**config.mk**
```make
export PLATFORM = sky130hd
export DESIGN_NAME = hazard_ctrl
export DESIGN_NICKNAME = d
export VERILOG_FILES = /design/src/rtl/hazard_ctrl.sv
export SDC_FILE = /design/constraint.sdc
export NUM_CORES = 1
export LEC_CHECK = 0
export BUFFER_PORTS_ARGS = -buffer_cell sky130_fd_sc_hd__buf_2
export CAP_MARGIN = 20
export CORE_MARGIN = 1
export CORE_UTILIZATION = 44
export DETAILED_ROUTE_END_ITERATION = 10
export PLACE_DENSITY_LB_ADDON = 0.08
export SYNTH_ARGS = -nofsm -noshare
export SYNTH_HDL_FRONTEND = slang
export SYNTH_SLANG_ARGS = --single-unit
```
**constraint.sdc**
```tcl
create_clock -name clk -period 5.07 [get_ports clk]
set_input_delay 1.014 -clock clk [delete_from_list [all_inputs] [get_ports clk]]
set_output_delay 1.014 -clock clk [all_outputs]
set_load 0.02 [all_outputs]
```
**src/rtl/hazard_ctrl.sv**
```systemverilog
// Stall/flush controller for the 5-stage core: load-use bubbles, multi-cycle mul/div
// freeze, taken-branch flush, plus saturating stall/flush performance counters.
module hazard_ctrl #(
  parameter int unsigned MD_CYCLES = 4,
  parameter int unsigned CNT_W     = 16
) (
  input  logic             clk,
  input  logic             rst_n,
  input  logic [4:0]       id_rs1,
  input  logic [4:0]       id_rs2,
  input  logic             id_use_rs1,
  input  logic             id_use_rs2,
  input  logic             id_ex_memread,
  input  logic [4:0]       id_ex_rd,
  input  logic             id_ex_muldiv,
  input  logic             ex_branch_taken,
  output logic             pc_write,
  output logic             if_id_write,
  output logic             id_ex_write,
  output logic             id_ex_bubble,
  output logic             ex_mem_bubble,
  output logic             if_id_flush,
  output logic             id_ex_flush,
  output logic             md_busy,
  output logic [CNT_W-1:0] stall_cycles,
  output logic [CNT_W-1:0] flush_count
);

  localparam int unsigned MD_CLOG = $clog2(MD_CYCLES);
  localparam int unsigned MD_W    = (MD_CLOG > 3) ? MD_CLOG : 3;

  typedef enum logic {
    RUN     = 1'b0,
    MD_WAIT = 1'b1
  } state_t;

  state_t            r_state;
  state_t            w_state_nxt;
  logic [MD_W-1:0]   r_md_cnt;
  logic [MD_W-1:0]   w_md_cnt_nxt;
  logic [CNT_W-1:0]  r_stall_cycles;
  logic [CNT_W-1:0]  r_flush_count;
  logic              w_load_use;

  // Load in EX whose destination feeds a source the ID instruction really reads
  assign w_load_use = id_ex_memread && (id_ex_rd != 5'd0) &&
                      ((id_use_rs1 && (id_rs1 == id_ex_rd)) ||
                       (id_use_rs2 && (id_rs2 == id_ex_rd)));

  // Next state and zero-latency control outputs; reset forces the no-hazard defaults
  always_comb begin
    w_state_nxt   = r_state;
    w_md_cnt_nxt  = r_md_cnt;
    pc_write      = 1'b1;
    if_id_write   = 1'b1;
    id_ex_write   = 1'b1;
    id_ex_bubble  = 1'b0;
    ex_mem_bubble = 1'b0;
    if_id_flush   = 1'b0;
    id_ex_flush   = 1'b0;
    md_busy       = 1'b0;
    if (rst_n) begin
      case (r_state)
        RUN: begin
          if (ex_branch_taken) begin
            if_id_flush = 1'b1;
            id_ex_flush = 1'b1;
          end else if (id_ex_muldiv) begin
            pc_write      = 1'b0;
            if_id_write   = 1'b0;
            id_ex_write   = 1'b0;
            ex_mem_bubble = 1'b1;
            md_busy       = 1'b1;
            w_md_cnt_nxt  = MD_W'(MD_CYCLES - 2);
            w_state_nxt   = MD_WAIT;
          end else if (w_load_use) begin
            pc_write     = 1'b0;
            if_id_write  = 1'b0;
            id_ex_bubble = 1'b1;
          end
        end
        MD_WAIT: begin
          if (r_md_cnt != '0) begin
            pc_write      = 1'b0;
            if_id_write   = 1'b0;
            id_ex_write   = 1'b0;
            ex_mem_bubble = 1'b1;
            md_busy       = 1'b1;
            w_md_cnt_nxt  = r_md_cnt - MD_W'(1);
          end else begin
            w_state_nxt = RUN;
          end
        end
        default: w_state_nxt = RUN;
      endcase
    end
  end

  // State, mul/div countdown and saturating performance counters
  always_ff @(posedge clk) begin
    if (!rst_n) begin
      r_state        <= RUN;
      r_md_cnt       <= '0;
      r_stall_cycles <= '0;
      r_flush_count  <= '0;
    end else begin
      r_state  <= w_state_nxt;
      r_md_cnt <= w_md_cnt_nxt;
      if (!pc_write && (r_stall_cycles != {CNT_W{1'b1}}))
        r_stall_cycles <= r_stall_cycles + CNT_W'(1);
      if (if_id_flush && (r_flush_count != {CNT_W{1'b1}}))
        r_flush_count <= r_flush_count + CNT_W'(1);
    end
  end

  assign stall_cycles = r_stall_cycles;
  assign flush_count  = r_flush_count;

endmodule

```
==> flow_metrics.tcl, run 1 <==
set metrics [dict create \
    core-area_um2 4380 \
    crit_type "in2out" \
    vias_per_cell 5.26 \
    setup_slack_ps 1490 \
    tns_ps 0 \
    fin_area_um2 2410 \
    yosysSeqAreaShare_pct 35.7 \
    vias 1800 \
    ctsHoldBuffers 0 \
    dp.cells 334 \
    cts_max_level 2 \
    cts_tree "yes" \
    fin_cells 342 \
    wl_per_cell_um 12.4 \
    grtUsageTotal_pct 18.4 \
    cap_violations 0 \
    p_leak_nw 1.01 \
    setup_viol 0 \
    finClkSkew_ps 4.27 \
    start_util_pct 46.0 \
    yosysWarnings 0 \
    outcome "completed" \
    drc 0 \
    synth_area_leaders "dfxtp_1 36%, xnor2_1 6.5%, nand2_1 4.6%" \
    grt_max_degree 25 \
    die_h_um 69.7 \
    io_buffers 61 \
    crit_slowest_cell "or4_1" \
    ys_types 47 \
    max_stage_delay_ps 520 \
    combPwrFrac_pct 11.2 \
    routed_wirelength_um 4260 \
    die_width_um 69.7 \
    clk_pin_slew_ps 70 \
    p_clk_share_pct 37.3 \
    path_buf_inv 3 \
    syn2layout_area_growth_pct 19.3 \
    vdd_ir_drop_max_mv 0.125 \
    power_switching_mw 0.145 \
    firstDrtPassIters 4 \
    netlist_area_um2 2020 \
    whs_ps 482 \
    pin_count 62 \
    crit_chain "buf_2, or4_1, o21a_1, a21oi_2, buf_4, or2_2, buf_2" \
    cts_resized 0 \
    rsz0062_at_grt "no" \
    cp_max_fo 20 \
    clock_latency_ps 290 \
    maxSlewHeadroom_pct 51.1 \
    post-place-ws_ps 1500 \
    cp_common_cell "buf_2" \
    avgSynthCellArea_um2 8.74 \
    cp-start-kind "input pin" \
    final_common_cell "buf_2" \
    dieArea_um2 4860 \
    worst_pin_slew_ps 733 \
    dpl.hpwl_um 3070 \
    drt_iter0_drc 80 \
    synth-edff-count 0 \
    drv_slew 0 \
    fin_nets 315 \
    rows 24 \
    finalHoldViolCount 0 \
    cts_root_buffer "clkbuf_8" \
    synth_top_area_share_pct 35.7 \
    synth_fp_nets 257 \
    intPower_mw 0.420 \
    fin_crit_ps 3580 \
    grt_first_pass_wirelength_um 7160 \
    most-common-layout-cells "61 x buf_2, 36 x dfxtp_1, 25 x nand2_1, 21 x nor2_1" \
    cts_sinks 36 \
    ant_nets 0 \
    worst_ep_required_time_ps 4060 \
    synth-seq-cells 36 \
    grt_pass1_vias 1546 \
    synthArstFlopShare_pct 0 \
    worstHoldPathType "reg2reg" \
    synth_top_flop_cell "dfxtp_1" \
    cts_buffer_depth 2 \
    gp_congestion 0.776 \
    antenna_found_initial 0 \
    p_seq_share_pct 51.5 \
    p_sw_share_pct 25.6 \
    cp.arrival_ps 2560 \
    grt.overflow.total 0 \
    cellPowerDensity_nw_per_um2 235 \
    cts_buffers 5 \
    crit_path_end_kind "output port" \
    yosysTopAreaCell "dfxtp_1" \
    diodes 0 \
    post-cts-setup-buffers 0 \
    crit_family "simple AND/OR/NAND/NOR gates" \
    finish.utilization_pct 54.9 \
    period_share_pct 70.5 \
    max_freq_mhz 280 \
    dpl_cell_area_um2 2310 \
    syn_inst 231 \
    finalPower_mw 0.565 \
    drive_above_1_share_pct 28.3 \
]
[power by group through the flow]
stage               Clock, mW  Sequential, mW  Combinational [mW]
detailed placement          0           0.297              0.0637
global placement            0           0.297              0.0630
floorplan                   0           0.299              0.0445
global route            0.232           0.291              0.0702
finish                  0.211           0.291              0.0632
CTS                     0.220           0.291              0.0639
[synth_stat cells, types with 3 or more instances]
master and instances:
mux2i_1 9, xor2_1 10, xnor2_1 15, a21oi_1 9, or4_1 5, nor3_1 4, buf_6 3, and3_1 4
and4_1 4, nor2_1 21, inv_1 7, nand2b_1 4, nand3_1 15, o31ai_1 4, dfxtp_1 36, ha_1 4
nand4_1 8, nand2_1 25, o21ai_0 6, buf_4 4
[flip-flops by register name, summed over array words and instances (netlist names)]
signal,cells
r_md_cnt,3
stall_cycles,16
flush_count,16
r_state,1
[layer usage]
| metal | GRT usage [%] | wire, um | up-vias |
|---|---|---|---|
| li1 | - | - | 938 |
| met1 | 24.4 | 2090 | 805 |
| met2 | 28.2 | 1880 | 53 |
| met3 | 4.36 | 223 | 4 |
| met4 | 8.44 | 59 | 0 |
| met5 | 0 | 0 | - |
[path summary, 6_finish.rpt]
check,startpoint,endpoint,slack [ps],depth (start not counted)
min reg2reg,stall_cycles[15]$_SDFFE_PN0P_,stall_cycles[15]$_SDFFE_PN0P_,480,2
min,stall_cycles[15]$_SDFFE_PN0P_,stall_cycles[15]$_SDFFE_PN0P_,480,2
max reg2reg,stall_cycles[0]$_SDFFE_PN0P_,stall_cycles[13]$_SDFFE_PN0P_,2800,7
max,id_ex_rd[1],pc_write,1490,7
[layout make-up]
| type | instances | area (um^2) |
|---|---|---|
| inverter | 7 | 26.3 |
| clock buffer | 6 | 82.6 |
| fill | 420 | 1980 |
| timing repair buffer | 62 | 313 |
| clock inverter | 2 | 10.0 |
| sequential | 36 | 721 |
| tap | 52 | 65.1 |
| multi-input combinational | 177 | 1190 |
[worst register-to-register path, delay by kind of cell (launching register included)]
family	cells	cell delay, ps
simple gates	2	360
flops	1	370
fa+ha+maj	1	280
compound gates	3	1040
mux	1	160
[kinds of logic (layout without fill, tap and decap cells)]
kind of cell | count (synthesis) | after routing | synth area share (%)
simple gates | 107 | 107 | 28.6
flops | 36 | 36 | 35.7
compound gates | 32 | 32 | 12.6
xor+xnor | 25 | 25 | 10.8
buf+inv | 18 | 77 | 5.33
mux | 9 | 9 | 4.46
fa+ha+maj | 4 | 4 | 2.48
(Power assumes the default switching activity.)
==> inputs of run 2 (changes only) <==
- clock period: 5.07 -> 3.2 ns (I/O delays scaled with it)
==> run 2 against run 1 <==
Against the previous run:
- critical path depth shrank 1
- via count shrank 1.9%
- highest routed layer unchanged
- register-to-register slack lost 1900 ps
- non-clock buffer count grew 2
- die area is the same
- clock power grew 65%
- core utilization grew 0.43 points
- setup slack lost 870 ps
==> flow_metrics.tcl, run 2 (same netlist as run 1, synthesis figures left out) <==
set metrics [dict create \
    drive_above_1_share_pct 28.5 \
    crit_path_end_kind "output port" \
    most-common-layout-cells "61 x buf_2, 36 x dfxtp_1, 25 x nand2_1, 21 x nor2_1" \
    cp-start-kind "input pin" \
    period_share_pct 80.5 \
    vdd_ir_drop_max_mv 0.201 \
    start_util_pct 46.0 \
    max_freq_mhz 388 \
    cellPowerDensity_nw_per_um2 376 \
    outcome "completed" \
    final_common_cell "buf_2" \
    maxSlewHeadroom_pct 56.8 \
    finalHoldViolCount 0 \
    cts_buffer_depth 2 \
    p_leak_nw 1.02 \
    crit_type "in2out" \
    min-delay-start "stall_cycles[15]$_SDFFE_PN0P_" \
    rr_worst_depth 7 \
    worstHoldEndpoint "stall_cycles[15]$_SDFFE_PN0P_" \
    worst_ep_required_time_ps 2560 \
    rows 24 \
    crit_slowest_cell "or4_1" \
    cap_violations 0 \
    io_buffers 61 \
    pin_count 62 \
    drc 0 \
    routed_wirelength_um 4430 \
    post-cts-setup-buffers 0 \
    finClkSkew_ps 3.76 \
    die_h_um 69.7 \
    dieArea_um2 4860 \
    path_buf_inv 2 \
    top_layer "met4" \
    grtUsageTotal_pct 18.8 \
    wl_met1_um 2260 \
    worstHoldPathType "reg2reg" \
    met2WireLength_um 1940 \
    tns_ps 0 \
    rrSetupSlack_ps 890 \
    vias 1766 \
    fin_crit_ps 2580 \
    ctsHoldBuffers 0 \
    core-area_um2 4380 \
    dpl.hpwl_um 3160 \
    gp_congestion 0.791 \
    grt_first_pass_wirelength_um 7340 \
    clock_latency_ps 280 \
    cts_max_level 2 \
    hold-path-cell-count 2 \
    die_width_um 69.7 \
    fin_nets 317 \
    rsz0062_at_grt "no" \
    drt_iter0_drc 45 \
    fin_area_um2 2430 \
    cp_common_cell "buf_2" \
    crit_chain "buf_2, or4_1, o21a_1, a21oi_2, or2_2, buf_2" \
    clk_pin_slew_ps 70 \
    grt.overflow.total 0 \
    cts_tree "yes" \
    grt_max_degree 24 \
    r2r-start "stall_cycles[0]$_SDFFE_PN0P_" \
    firstDrtPassIters 4 \
    diodes 0 \
    syn2layout_area_growth_pct 20.2 \
    antenna_found_initial 0 \
    cts_root_buffer "clkbuf_8" \
    crit_family "simple AND/OR/NAND/NOR gates" \
    rr_endpoint "stall_cycles[13]$_SDFFE_PN0P_" \
    vias_per_cell 5.15 \
    ant_nets 0 \
    dpl_cell_area_um2 2330 \
    worst_pin_slew_ps 647 \
    wl_per_cell_um 12.9 \
    cts_resized 0 \
    cts_buffers 5 \
    cp.arrival_ps 1940 \
    cp_max_fo 3 \
    drv_slew 0 \
    setup_viol 0 \
    max_stage_delay_ps 520 \
    cts_sinks 36 \
    met3_length_um 202 \
    grt_pass1_vias 1591 \
]
## run 2: cell count changes in the layout (fill, tap and decap cells not counted)
cell | previous run | this run
clkbuf_8 | 6 | 7
clkinv_2 | 2 | 0
buf_4 | 1 | 3
## run 2: through the flow
| step | std cells | hold WS [ps] | total power, mW | utilization (%) | worst slack, ps |
|---|---|---|---|---|---|
| final | 343 | 497 | 0.912 | 55.3 | 623 |
| after global routing | 343 | 509 | 0.957 | 55.3 | 543 |
| after CTS | 343 | 496 | 0.928 | 55.3 | 610 |
| after detailed placement | 336 | 484 | 0.575 | 53.1 | 623 |
| after global placement | 336 | 478 | 0.574 | 53.1 | 616 |
| after floorplan | 231 | 463 | 0.543 | - | 592 |
## run 2: cell type report
cell class                      instances  area, um^2
Clock buffer                            7        96.3
Fill cell                             420        1960
Inverter                                7        26.3
Multi-Input combinational cell        177        1190
Sequential cell                        36         721
Tap cell                               52        65.1
Timing Repair Buffer                   64         328
## run 2: worst max-delay path by stage
stage / depth (start not counted) / from / slack [ps] / end
floorplan: 6 / id_ex_rd[1] / 590 / pc_write
global placement: 6 / id_ex_rd[1] / 620 / if_id_write
detailed placement: 6 / id_ex_rd[1] / 620 / pc_write
CTS: 6 / id_ex_rd[1] / 610 / if_id_write
global route: 6 / id_ex_rd[1] / 540 / if_id_write
finish: 6 / id_ex_rd[1] / 620 / pc_write
## run 2: report_power, final
part | total [mW] | internal, mW | switching (mW)
combinational | 0.104 | 0.0418 | 0.0621
sequential | 0.460 | 0.454 | 0.00643
clock | 0.348 | 0.192 | 0.156
## run 2: worst register-to-register path, delay by kind of cell (launching register included)
kind	cells	cell delay (ps)
flip-flops	1	360
adder cells (fa/ha/maj)	1	270
AND/OR/NAND/NOR	2	370
AO/OA/AOI/OAI	3	1080
multiplexers	1	160
## run 2: routing by layer
metal  vias to the layer above  global-route usage (%)
met5                         -                       0
met4                         0                    5.33
met3                         4                    5.81
met2                        44                    29.0
met1                       783                    25.5
li1                        935                       -
==> inputs of run 3 (changes only) <==
- clock period: 3.2 -> 2.4 ns (I/O delays scaled with it)
==> run 3 against run 2 <==
Against the previous run:
- core utilization up 0.68 points
- count of clock-buffer cells in the layout unchanged
- setup slack worse by 500 ps
- power up 33%
- die area unchanged
- sequential cell count unchanged
- sequential power up 33%
- wire length down 1.3%
- non-clock buffer count up 4
- critical endpoint unchanged
==> flow_metrics.tcl, run 3 (same netlist as run 1, synthesis figures left out) <==
set metrics [dict create \
    gp_congestion 0.777 \
    antenna_found_initial 0 \
    clock_latency_ps 280 \
    clk_pin_slew_ps 70 \
    rows 24 \
    maxSlewHeadroom_pct 66.1 \
    outcome "completed" \
    r2r-start "stall_cycles[1]$_SDFFE_PN0P_" \
    cp_max_fo 3 \
    crit_family "simple AND/OR/NAND/NOR gates" \
    drt_iter0_drc 58 \
    die_width_um 69.7 \
    period_share_pct 94.8 \
    worst_ep_required_time_ps 1920 \
    vdd_ir_drop_max_mv 0.347 \
    syn2layout_area_growth_pct 21.7 \
    pin_count 62 \
    crit_slowest_cell "or4_1" \
    cts_tree "yes" \
    vias_per_cell 5.31 \
    fin_crit_ps 2270 \
    worstHoldPathType "reg2reg" \
    cp.arrival_ps 1790 \
    grt.overflow.total 0 \
    p_seq_share_pct 50.4 \
    post-place-ws_ps 120 \
    dpl.hpwl_um 3220 \
    crit_path_end_kind "output port" \
    routed_wirelength_um 4380 \
    finalPower_mw 1.22 \
    intPower_mw 0.919 \
    power_switching_mw 0.296 \
    nFillCells 433 \
    max_stage_delay_ps 520 \
    rr_worst_depth 8 \
    rsz0062_at_grt "no" \
    cts_sinks 36 \
    most-common-layout-cells "61 x buf_2, 36 x dfxtp_1, 25 x nand2_1, 21 x nor2_1" \
    tns_ps 0 \
    hold-path-cell-count 2 \
    rrSetupSlack_ps 300 \
    drc 0 \
    post-cts-setup-buffers 0 \
    p_clk_share_pct 37.9 \
    grt_pass1_vias 1535 \
    wl_per_cell_um 12.6 \
    vias 1843 \
    max_freq_mhz 440 \
    start_util_pct 46.0 \
    setup_viol 0 \
    dieArea_um2 4860 \
    cp_common_cell "buf_2" \
    p_leak_nw 1.04 \
    finalHoldViolCount 0 \
    crit_chain "buf_2, or4_1, o21a_1, a21oi_2, or2_2, buf_2" \
    drive_above_1_share_pct 29.5 \
    firstDrtPassIters 4 \
    finish.utilization_pct 56.0 \
    grtUsageTotal_pct 18.9 \
    combPwrFrac_pct 11.7 \
    cellPowerDensity_nw_per_um2 495 \
    fin_nets 321 \
    die_h_um 69.7 \
    setup_slack_ps 126 \
    cts_buffer_depth 2 \
    grt_max_degree 24 \
    p_sw_share_pct 24.4 \
    ant_nets 0 \
    grt_first_pass_wirelength_um 7400 \
    crit_type "in2out" \
    rr_endpoint "stall_cycles[13]$_SDFFE_PN0P_" \
    diodes 0 \
    cts_max_level 2 \
    cts_buffers 5 \
    core-area_um2 4380 \
    min-delay-start "stall_cycles[15]$_SDFFE_PN0P_" \
    cap_violations 0 \
    finClkSkew_ps 6.82 \
    cp-start-kind "input pin" \
    path_buf_inv 2 \
    io_buffers 61 \
    worst_pin_slew_ps 509 \
    drv_slew 0 \
    final_common_cell "buf_2" \
    worstHoldEndpoint "stall_cycles[15]$_SDFFE_PN0P_" \
    cts_root_buffer "clkbuf_8" \
    whs_ps 493 \
]
-- run 3: cell count changes in the layout (fill, tap and decap cells not counted) --
cell / delta
buf_4: +4
o21ai_1: +1
o21ai_0: -1
-- run 3: layout make-up --
cell class	instances	area, um^2	area share (%)
repair buffers	68	358	14.6
well taps	52	65.1	2.65
multi-input cells	177	1190	48.4
clock buffers	7	96.3	3.92
flip-flops and latches	36	721	29.3
inverters	7	26.3	1.07
-- run 3: worst min-delay path: cells and delay by family, from the launching register on --
| family | cells | cell delay, ps |
|---|---|---|
| flip-flops | 1 | 330 |
| multiplexers | 1 | 60 |
| AND/OR/NAND/NOR | 1 | 60 |
-- run 3: stage by stage --
step                area, um^2  std cells
floorplan                 2020        231
global placement          2360        340
detailed placement        2360        340
CTS                       2460        347
global route              2460        347
finish                    2460        347
-- run 3: how the worst max path moves through the flow --
stage	from	slack (ps)	cells past startpoint	end
detailed placement	id_ex_rd[1]	120	6	pc_write
global route	id_ex_rd[1]	50	6	if_id_write
floorplan	id_ex_rd[1]	110	6	pc_write
global placement	id_ex_rd[1]	130	6	pc_write
CTS	r_md_cnt[0]$_SDFFE_PN0P_	80	6	if_id_write
finish	id_ex_rd[1]	130	6	pc_write
-- run 3: power by group through the flow --
stage / combinational (mW) / sequential, mW / clock (mW)
after floorplan: 0.0940 / 0.631 / 0
after global placement: 0.140 / 0.626 / 0
after detailed placement: 0.143 / 0.626 / 0
after CTS: 0.144 / 0.613 / 0.478
after global routing: 0.157 / 0.613 / 0.513
final: 0.142 / 0.613 / 0.460
-- run 3: what timing repair did --
action                                  4_1_cts  5_1_grt
hold buffers                                  0        0
endpoints found under the setup margin        0        4
resized for setup                             0        1
-- run 3: routing by layer --
layer  global-route usage (%)  vias to the layer above  wire, um
met5                        0                        -         0
met4                     6.67                        0        48
met1                     26.6                      851      2150
met2                     28.0                       40      1980
li1                         -                      947         -
met3                     4.94                        5       194
